**config.mk**
```make
export PLATFORM = sky130hd
export DESIGN_NAME = jk_bank_by_t
export DESIGN_NICKNAME = d
export VERILOG_FILES = /design/src/rtl/jk_bank_pkg.sv /design/src/rtl/jk_bank_by_t_t_cell.sv /design/src/rtl/jk_bank_by_t.sv
export SDC_FILE = /design/constraint.sdc
export NUM_CORES = 1
export LEC_CHECK = 0
export ABC_AREA = 1
export CAP_MARGIN = 20
export CELL_PAD_IN_SITES_DETAIL_PLACEMENT = 1
export CELL_PAD_IN_SITES_GLOBAL_PLACEMENT = 2
export CORE_MARGIN = 1.5
export CORE_UTILIZATION = 27
export DETAILED_ROUTE_END_ITERATION = 7
export HOLD_SLACK_MARGIN = 0.06
export PLACE_DENSITY = 0.88
export SETUP_SLACK_MARGIN = 0.4
export SLEW_MARGIN = 30
export SYNTH_ARGS = -nofsm -noshare
export SYNTH_HDL_FRONTEND = slang
export SYNTH_SLANG_ARGS = --single-unit
```
**constraint.sdc**
```tcl
create_clock -name clk -period 5.5 [get_ports clk]
set_input_delay 0.55 -clock clk [delete_from_list [all_inputs] [get_ports clk]]
set_output_delay 0.55 -clock clk [all_outputs]
set_load 0.01 [all_outputs]
```
**src/rtl/jk_bank_pkg.sv**
```systemverilog
// Shared types, JK encodings and helpers for the JK-from-T register bank.
package jk_bank_pkg;

    typedef enum logic {
        IDLE   = 1'b0,
        SETTLE = 1'b1
    } state_t;

    localparam logic [1:0] JK_HOLD = 2'b00;
    localparam logic [1:0] JK_CLR  = 2'b01;
    localparam logic [1:0] JK_SET  = 2'b10;
    localparam logic [1:0] JK_TOG  = 2'b11;

    // Callers zero-extend their vector to 64 bits; banks wider than 64 are not supported.
    function automatic logic [7:0] popcount(input logic [63:0] v);
        logic [7:0] cnt;
        cnt = 8'd0;
        for (int i = 0; i < 64; i++) begin
            cnt = cnt + {7'd0, v[i]};
        end
        return cnt;
    endfunction

endpackage

```
**src/rtl/jk_bank_by_t_t_cell.sv**
```systemverilog
// Single T-type storage cell: q flips when enabled with t=1.
module t_cell (
    input  logic clk,
    input  logic rst,
    input  logic en,
    input  logic t,
    output logic q
);

    logic r_q;

    // Toggle storage with synchronous reset
    always_ff @(posedge clk) begin
        if (rst) begin
            r_q <= 1'b0;
        end else if (en) begin
            r_q <= r_q ^ t;
        end else begin
            r_q <= r_q;
        end
    end

    assign q = r_q;

endmodule

```
**src/rtl/jk_bank_by_t.sv**
```systemverilog
// WIDTH-bit JK register bank built from T cells, with handshake, toggle counter and change pulse.
// Optional macro JK_BANK_PARITY_EN adds a registered parity output tracking ^q.
module jk_bank_by_t
    import jk_bank_pkg::*;
#(
    parameter int WIDTH = 8,
    parameter int CNT_W = 16
) (
    input  logic             clk,
    input  logic             rst,
    input  logic             cmd_valid,
    output logic             cmd_ready,
    input  logic             freeze,
    input  logic [WIDTH-1:0] j,
    input  logic [WIDTH-1:0] k,
    output logic [WIDTH-1:0] q,
    output logic [WIDTH-1:0] qb,
    input  logic             tog_clr,
    output logic [CNT_W-1:0] tog_cnt,
`ifdef JK_BANK_PARITY_EN
    output logic             parity,
`endif
    output logic             changed
);

    // Extra headroom so cnt + popcount never wraps before the saturation compare.
    localparam int SUM_W = CNT_W + 8;
    localparam logic [SUM_W-1:0] CNT_MAX = {{8{1'b0}}, {CNT_W{1'b1}}};

    state_t           r_state;
    state_t           w_next_state;
    logic             w_accept;
    logic [WIDTH-1:0] w_t;
    logic [7:0]       w_pop;
    logic [SUM_W-1:0] w_base;
    logic [SUM_W-1:0] w_sum;
    logic [CNT_W-1:0] r_tog_cnt;
    logic             r_changed;

    assign cmd_ready = (r_state == IDLE) & ~freeze;
    assign w_accept  = cmd_valid & cmd_ready;
    assign w_t       = (j & ~q) | (k & q);
    assign w_pop     = popcount(64'(w_t));
    assign w_base    = tog_clr ? {SUM_W{1'b0}} : SUM_W'(r_tog_cnt);
    assign w_sum     = w_base + SUM_W'(w_pop);

    for (genvar gi = 0; gi < WIDTH; gi++) begin : g_cell
        t_cell u_cell (
            .clk (clk),
            .rst (rst),
            .en  (w_accept),
            .t   (w_t[gi]),
            .q   (q[gi])
        );
    end

    assign qb = ~q;

    // FSM state register
    always_ff @(posedge clk) begin
        if (rst) begin
            r_state <= IDLE;
        end else begin
            r_state <= w_next_state;
        end
    end

    // Next-state logic: every accept is followed by one non-ready SETTLE cycle
    always_comb begin
        w_next_state = r_state;
        case (r_state)
            IDLE:    w_next_state = w_accept ? SETTLE : IDLE;
            SETTLE:  w_next_state = IDLE;
            default: w_next_state = IDLE;
        endcase
    end

    // Saturating toggle counter; clear applies before the same-cycle add
    always_ff @(posedge clk) begin
        if (rst) begin
            r_tog_cnt <= {CNT_W{1'b0}};
        end else if (w_accept) begin
            r_tog_cnt <= (w_sum > CNT_MAX) ? {CNT_W{1'b1}} : w_sum[CNT_W-1:0];
        end else if (tog_clr) begin
            r_tog_cnt <= {CNT_W{1'b0}};
        end else begin
            r_tog_cnt <= r_tog_cnt;
        end
    end

    // Change pulse for accepted commands that flipped at least one bit
    always_ff @(posedge clk) begin
        if (rst) begin
            r_changed <= 1'b0;
        end else begin
            r_changed <= w_accept & (|w_t);
        end
    end

    assign tog_cnt = r_tog_cnt;
    assign changed = r_changed;

`ifdef JK_BANK_PARITY_EN
    logic r_parity;

    // Parity of the next q, so it lands on the same edge as q
    always_ff @(posedge clk) begin
        if (rst) begin
            r_parity <= 1'b0;
        end else if (w_accept) begin
            r_parity <= ^(q ^ w_t);
        end else begin
            r_parity <= r_parity;
        end
    end

    assign parity = r_parity;
`endif

endmodule

```
==> results.ini <==
[route]
vias = 1799
ant_nets = 0
drc = 1
wl_met2_mm = 2.58
wl_met1_mm = 2.53
via_per_inst = 4.60
top_layer_used = met4
wl_mm = 5.34
drtPass1Iterations = 6
drtIter0Drc = 49
wire_per_inst_um = 13.7
dr_wl_met3_um = 202

[synth]
synth_top_family_by_area = simple AND/OR/NAND/NOR gates
synth_top_area_share_pct = 28.5
synth_compound_area_share_pct = 11.5
seq_area_frac_synth_pct = 28.5
synth_top_area_cell = dfxtp_1
ys_top_cells_by_area = dfxtp_1, nand2_1, inv_1
ys_async_sr_fraction_pct = 0
ys.flop_type = dfxtp_1
synth-simple-area-share_pct = 32.0
postSynthAreaPerCell_sq_um = 6.72
synth-edff-count = 0
yosysUniqueCellTypes = 27
synth.area.mux_share_pct = 1.64
synth-warning-count = 0
synth_area_sq_mm = 0.00183
syn-num-nets = 305
ys_ff_latch = 26
synthAdderAreaFrac_pct = 10.3
synth_cells = 272
synth-xor-area-share_pct = 0.479
yosysMostFrequentCell = nand2_1
ys_top_cells_by_count = nand2_1, inv_1, nor2_1

[floorplanning]
io_pins = 55
fp-row-count = 29
initial_utilization_pct = 28.3
coreArea_sq_mm = 0.00646
dieArea_sq_mm = 0.00727
die_x_um = 85.3
dieHeight_um = 85.3

[clock_network]
clk_pin_slew_ns = 0.10
htree_levels = 1
cts_made_buffers = 3
root_buffer = clkbuf_8
cts_hold_repair.buffers = 0
cts_setup_buffers = 0
clockBufferDepth = 2
clk_latency_ns = 0.27
cts_resized = 0
clock-sinks = 26
cts_tree = yes

[power]
power.leakage_nw = 1.03
total_power_mw = 0.442
pwr_density_cell_mw_per_mm2 = 184
peakVddDrop_mv = 0.0893

[placement]
hpwl_mm = 4.13
gp_congestion = 0.751
pre_cts_slack_ns = 0.854
numPortBuffers = 54
post_dp_cell_area_sq_mm = 0.00235
dp.cells = 388

[timing]
worst_slack_ns = 1.19
setup_tns_ns = 0
period_minus_slack_ns = 4.31
min_period_over_period_pct = 78.4
fmax_mhz = 232
hold_viol = 0
clock_skew_ns = 0.00477
slew_headroom_pct = 49.6
setup_violations = 0
holdWs_ns = 0.508
rsz0062_at_grt = no
maxSlewViolCount = 0
worst_pin_slew_ns = 0.756

[critical_path]
critPathArrivalTime_ns = 4.52
cp.required_ns = 5.71
r2r_end = tog_cnt[12]
rrSetupSlack_ns = 1.47
r2r_start = g_cell[0].u_cell.q
crit_type = input port to register
cp_max_fo = 12
rr_worst_depth = 14
end_kind = register
startpoint_type = input port

[grt]
grt-ovfl-total = 0
grt_max_degree = 26
grt_pass1_wl_mm = 9.00
grt_usage_pct = 15.4
antenna_found_initial = 0
grt_pass1_vias = 1903

[finish]
postLayoutCellArea_sq_mm = 0.00240
drive_above_1_share_pct = 5.73
instances_no_fill = 391
fillCellCount = 826
utilization_pct = 37.1
final_nets = 349
area_delta_synth_final_pct = 31.2
n_antenna_cell = 0

[hold_path]
hold_end = g_cell[4].u_cell.q
worstHoldPathType = register to register
hold_path_depth = 2
worstHoldStart = g_cell[4].u_cell.q

[job]
maxCapViolations = 0

[outcome]
violations = DRC
status = finished, violations left

[worst max-delay path, stage by stage]
cell and delay (ns):
clkdlybuf4s50_1 0.45, inv_1 0.04, o21ai_0 0.31, fa_1 0.48, fa_1 0.55, inv_1 0.06, fa_1 0.51, fa_1 0.43
inv_1 0.09, fa_1 0.24, a21oi_1 0.11, nor2_2 0.10, nand3b_2 0.17, or2_4 0.36, o21ai_0 0.09
[sequential cells by signal (all words and copies together) (netlist names)]
name,count
g_cell.u_cell.q,8
tog_cnt,16
r_state,1
changed,1
[cells by family (layout without fill, tap and decap cells)]
| group | Yosys count | in the layout |
|---|---|---|
| and+or+nand+nor | 129 | 129 |
| buffers and inverters | 61 | 103 |
| AOI/OAI and AO/OA | 40 | 40 |
| DFF | 26 | 26 |
| adders and majority gates | 12 | 12 |
| muxes | 3 | 3 |
| xor gates and xnor gates | 1 | 1 |
[cells in the final DEF, fill, tap and decap left out, types with 2 or more instances in the layout]
cell type	count
a31oi_1	2
inv_1	44
nor2_1	30
dfxtp_1	26
nand3_1	20
o21ai_2	2
nand4_1	7
o21ai_0	17
nor2_2	3
fa_1	5
clkbuf_8	3
mux2i_1	3
nor2_4	2
nand2_2	2
ha_1	7
nand2_1	60
clkdlybuf4s50_1	54
a21oi_1	19
[worst max path at each step]
stage / slack [ns] / endpoint / depth (start not counted) / start
2_1_floorplan: 1.62 / tog_cnt[11] / 15 / k[1]
3_3_place_gp: 0.94 / tog_cnt[12] / 15 / k[0]
3_5_place_dp: 0.85 / tog_cnt[12] / 15 / k[0]
4_1_cts: 1.15 / tog_cnt[10] / 15 / k[0]
5_1_grt: 0.89 / tog_cnt[8] / 17 / k[0]
6_report: 1.19 / tog_cnt[12] / 15 / k[0]
[layout make-up]
type / instances / area [sq um] / area share, %
tap: 77 / 96.3 / 4.02
multi-input combinational: 185 / 1020 / 42.6
sequential: 26 / 520 / 21.7
timing repair buffer: 55 / 548 / 22.9
clock buffer: 3 / 41.3 / 1.72
inverter: 45 / 169 / 7.05
[layer usage]
layer | GRT usage, % | vias to the layer above
met5 | 0 | -
met1 | 20.3 | 834
met4 | 2.20 | 0
li1 | - | 934
met2 | 26.6 | 29
met3 | 3.21 | 2
[power by group]
group / switching, mW / internal [mW]
Sequential: 0.00435 / 0.194
Combinational: 0.0682 / 0.0611
Clock: 0.0647 / 0.0493
Power figures use the tool's default switching activity.
